## src/rtl/switch_debounce4.sv

```systemverilog
// switch_debounce4: two-flop synchroniser and independent per-bit debounce for four raw
// switch levels. Drives clean registered A..D (decoder input bus), a one-cycle change strobe
// and a combinational "nothing pending" flag.
module switch_debounce4 #(
    parameter int unsigned DEBOUNCE_CYCLES = 4,
    parameter int unsigned CNT_W           = 16
) (
    input  logic       clk,
    input  logic       rst,
    input  logic [3:0] sw_in,
    output logic       A,
    output logic       B,
    output logic       C,
    output logic       D,
    output logic       changed,
    output logic       stable
);

    // Count value on which a still-mismatching bit finally flips.
    localparam logic [CNT_W-1:0] TermCnt = CNT_W'(DEBOUNCE_CYCLES - 1);

    logic [3:0]       sync1_q, sync2_q;
    logic [3:0]       out_q, out_d;
    logic [CNT_W-1:0] cnt_q [4];
    logic [CNT_W-1:0] cnt_d [4];
    logic [3:0]       flip;
    logic             changed_q, changed_d;

    // Per-bit debounce: count consecutive mismatch cycles, flip on the terminal count.
    always_comb begin
        for (int i = 0; i < 4; i++) begin
            cnt_d[i] = '0;
            out_d[i] = out_q[i];
            flip[i]  = 1'b0;
            if (sync2_q[i] != out_q[i]) begin
                if (cnt_q[i] == TermCnt) begin
                    out_d[i] = sync2_q[i];
                    flip[i]  = 1'b1;
                end else begin
                    cnt_d[i] = cnt_q[i] + CNT_W'(1);
                end
            end
        end
        changed_d = |flip;
    end

    // State registers; reset discards any in-flight debounce, including the synchroniser.
    always_ff @(posedge clk) begin
        if (rst) begin
            sync1_q   <= '0;
            sync2_q   <= '0;
            out_q     <= '0;
            changed_q <= 1'b0;
            for (int i = 0; i < 4; i++) begin
                cnt_q[i] <= '0;
            end
        end else begin
            sync1_q   <= sync_in_mask(sw_in);
            sync2_q   <= sync1_q;
            out_q     <= out_d;
            changed_q <= changed_d;
            for (int i = 0; i < 4; i++) begin
                cnt_q[i] <= cnt_d[i];
            end
        end
    end

    // Identity helper kept separate so the raw asynchronous sample point is easy to find.
    function automatic logic [3:0] sync_in_mask(input logic [3:0] raw);
        return raw;
    endfunction

    // Stable only when no bit has a pending mismatch count.
    always_comb begin
        stable = 1'b1;
        for (int i = 0; i < 4; i++) begin
            if (cnt_q[i] != '0) begin
                stable = 1'b0;
            end
        end
    end

    assign A       = out_q[3];
    assign B       = out_q[2];
    assign C       = out_q[1];
    assign D       = out_q[0];
    assign changed = changed_q;

endmodule
```

## config.mk

```make
export PLATFORM = sky130hd
export DESIGN_NAME = switch_debounce4
export DESIGN_NICKNAME = d
export VERILOG_FILES = /design/src/rtl/switch_debounce4.sv
export SDC_FILE = /design/constraint.sdc
export NUM_CORES = 1
export LEC_CHECK = 0
export ABC_AREA = 1
export CORE_ASPECT_RATIO = 0.7
export CORE_MARGIN = 1.5
export CORE_UTILIZATION = 45
export CTS_BUF_LIST = sky130_fd_sc_hd__clkbuf_4
export DETAILED_ROUTE_END_ITERATION = 8
export GPL_ROUTABILITY_DRIVEN = 0
export GPL_TIMING_DRIVEN = 0
export PLACE_DENSITY_LB_ADDON = 0.25
export SLEW_MARGIN = 20
export SYNTH_ARGS = -nofsm -noshare
export SYNTH_HDL_FRONTEND = slang
export SYNTH_SLANG_ARGS = --single-unit
```

## constraint.sdc

```tcl
create_clock -name clk -period 1.5 [get_ports clk]
set_clock_uncertainty 0.15 [all_clocks]
set_input_delay 0.225 -clock clk [delete_from_list [all_inputs] [get_ports clk]]
set_output_delay 0.225 -clock clk [all_outputs]
set_load 0.02 [all_outputs]
```

==> After elaboration in Yosys (flattened, before gate mapping) <==
Memories as Yosys holds them, arrays and structs flattened.
Cells that the tools add are included.
{ "op_classes": {"eq_ne": 8, "muxes": 27, "add_sub_neg": 4, "n_bitwise": 4, "n_reduce_logical": 9} }
{ "op_table": {"columns": ["cell", "count"], "rows": [
  ["2-to-1 mux 16 bit", 12],
  ["adder 16 x 1 -> 16 bit, second input constant", 4],
  ["== test 16 x 2 -> 1 bit, second input constant", 4],
  ["nonzero test 16 bit", 4],
  ["2-to-1 mux 1 bit", 15],
  ["AND reduction 2 bit", 4],
  ["inequality test 1 bit", 4],
  ["bitwise OR 1 bit", 4],
  ["OR reduction 4 bit", 1]
]} }
{ "word_totals": {"out_inout_bits": 6, "input_bits": 6, "n_memories": 1, "reg_bits": 13, "ramBits": 64} }
{ "mem_list": {"columns": ["name", "words", "width", "read_ports", "rd_clocked_by_memory_dff", "write_ports", "line_no", "text"], "rows": [
  ["cnt_q", 4, 16, 4, 0, 4, "24", "logic [CNT_W-1:0] cnt_q [4];"]
]} }

==> Longest topological paths before layout <==
{ "depth": {"depth_word": 5, "ltp_mapped": 8} }

==> Worst setup path after synthesis <==
Ideal clock, no wire load.
{ "synth_timing": {"kind": "reg2out", "startpoint": "memory cnt_q[2][13]", "endpoint": "output port stable", "stages_incl_launch_ff": 6, "arrival_ns": 1.091, "n_path_buf": 0, "path_slack_ns": 0.034, "required_ns": 1.125, "cell_sequence": "dfxtp_1 -> nor2_1 -> nand2_1 -> nor2_1 -> nand4_1 -> nor2_1"} }
{ "synth_lines": {"columns": ["element", "line_no", "text"], "rows": [
  ["start, declared", "24", null],
  ["end, declared", "16", "output logic stable"]
]} }

==> impl_metrics.toml <==
[clock_tree]
path_clk_slew_ps = 110
clk_root_buffer_cell = "clkbuf_4"
ctsHoldBuffers = 0
cts_sinks = 77
cts_tree = "built"
clk_latency_ps = 450
cts_max_level = 3
cts_buffer_depth = 2
numCtsBuffers = 9

[critical_path]
worstSetupStartpointType = "register"
crit_buf_inv = 2
crit_type = "register to output port"
cpMaxStageDelayCell = "dfxtp_4"
crit_chain = "inv_2 > ha_4 > nand4_1 > nor3_2 > nand2_1 > nor2_1 > buf_4"
max_stage_delay_ps = 370
critPathMaxFanout = 2
cp.arrival_ps = 1620
cp.required_ps = 1120
endpoint_kind = "output port"
crit_family = "simple AND/OR/NAND/NOR gates"

[pwr]
leakagePower_uw = 0.001750
p_sw_frac = 0.2377
comb_power_share = 0.037
seq_power_share = 0.605
p_per_area_nw_per_um2 = 696.3
p_switching_uw = 806.2
clockPowerShare = 0.358
ir_drop_mv = 0.7567
p_int_uw = 2585

[final_layout]
synthToLayoutAreaGrowth_pct = 29.81
nets = 599
diodes = 0
design_area_um2 = 4871
drive_gt1_frac = 0.3158
fin_util = 0.6110

[drt]
drc = 0
ant_nets = 0
via_per_inst = 5.058
wl_per_cell_um = 12.79
wl_um = 8827
drtIter0Drc = 136
dr.pass1.iters = 5
vias = 3490

[yosys]
synth_common_cells = "nor2_1, nand2_1, dfxtp_1"
synth_area_leaders = "dfxtp_1, nor2_1, nand2_1"
synth_area_leader_cell = "dfxtp_1"
yosysSeqAreaShare = 0.4108
synth.distinct_cells = 26
synthArstFlopShare = 0
synth.most_common_cell = "nor2_1"
syn_inst = 523
ys_ff_latch = 77
syn_area_um2 = 3752
yosysWarnings = 0
syn_avg_cell_area_um2 = 7.175
synthFlopType = "dfxtp_1"
synth_edf_count = 0
synth.top_cell.area_share = 0.4108
synth.net_count = 537

[floorplan]
die_w_um = 112.1
core.rowCount = 27
core_um2 = 7973
ios = 12
dieHeight_um = 79.40
dieArea_um2 = 8904
initial_core_util = 0.4707

[worst_hold_path]
hp-class = "primary input to register"

[sta]
worst_pin_slew_ps = 392.0
final.setup.tns_ps = -7942
holdWs_ps = 135.6
fin_crit_sh = 1.327
rsz0062_at_grt = "yes"
fmax_mhz = 502.5
hold_viol = 0
relSlewSlack = 0.7387
setup_violations = 52
period_needed_ps = 1990
maxSlewViolCount = 0
timing.final.ws_setup_ps = -490.1

[placement]
dpl.hpwl_um = 5485
dpl_worst_slack_ps = -614.1
io_buffers = 11
dpl-instance-area_um2 = 3989

[status]
violations = "setup timing"
outcome = "complete, but fails checks"

[run]
drv_cap = 0

[grt]
grt_max_degree = 13
grt_pass1_vias = 3097
gr-usage-all-layers = 0.1969
grt_first_pass_wirelength_um = 13840
antenna_found_initial = 0
overflow = 0
layer usage:
metal	vias to the layer above	routed length, um	global-route usage
li1	1771	-	-
met2	66	4113	0.3147
met4	0	147	0.05316
met3	14	407	0.06758
met5	-	0	0
met1	1639	4159	0.2557
final timing paths:
| check | startpoint | endpoint | slack, ps | cells after the start |
|---|---|---|---|---|
| worst max-delay path | cnt_q[3][0]$_SDFF_PP0_ | stable | -490 | 7 |
| worst min-delay path | sw_in[3] | sync1_q[3]$_SDFF_PP0_ | 140 | 3 |
| worst max register to register | cnt_q[1][0]$_SDFF_PP0_ | cnt_q[1][7]$_SDFF_PP0_ | -250 | 8 |
| worst min register to register | sync1_q[0]$_SDFF_PP0_ | sync2_q[0]$_SDFF_PP0_ | 250 | 2 |
through the flow:
step,std cells,power [uW]
global route,690,3521
global placement,635,2194
detailed placement,635,2196
CTS,670,3393
finish,690,3391
floorplan,523,2161
worst reg2reg max path: stages, from the launching register on:
cell and delay [ps]:
dfxtp_2 360, buf_4 120, ha_1 190, nand2_1 70, nor2_1 250, nand2_2 100, nand3_2 180, buf_6 180
nor2_1 50
area by class of cell:
cell class,instances,area [um^2]
plain buffers,5,52.55
flip-flops and latches,77,1603
clock buffers,9,67.56
repair buffers,51,441.7
fillers,702,3102
clock inverters,6,55.05
multi-input cells,378,2288
inverters,63,236.5
well taps,101,126.4
logic make-up after synthesis:
family / synth area share
buffers and inverters: 0.07602
and+or+nand+nor: 0.3755
DFF: 0.4108
adders and majority gates: 0.02668
xor gates and xnor gates: 0.06069
AOI/OAI and AO/OA: 0.05035
power groups by stage:
stage,Clock [uW],Sequential (uW),Combinational [uW]
after CTS,1240,2050,97.3
after global placement,0,2110,82.2
after global routing,1330,2050,135
final,1220,2050,126
after detailed placement,0,2110,83.9
after floorplan,0,2110,50.7
repair_timing:
item,4_1_cts,5_1_grt
hold endpoints to repair,0,0
pin swaps,12,19
endpoints found under the setup margin,64,75
setup buffers,20,18
gates cloned,0,2
gates resized for setup,87,86
placed cells by master, fill, tap and decap left out, drive strengths merged:
cell           netlist  final
a21oi               29     29
buf                  4     48
bufinv               0      1
clkbuf               1     12
clkdlybuf4s50        0      5
clkinv               0      4
clkinvlp             0      1
dfxtp               77     77
ha                   8      8
inv                 63     63
nand2              103    103
nand3               31     31
nand3b               5      5
nand4               12     12
nor2               127    127
nor3                24     24
o21ai                8      8
or2                  5      5
xnor2                8      8
xor2                18     18
sequential cells by signal, indices dropped and copies added (netlist names):
name	flops
changed	1
cnt_q	64
sync2_q	4
sync1_q	4
out_q	4
No activity file was read; power rests on OpenSTA's default activity.
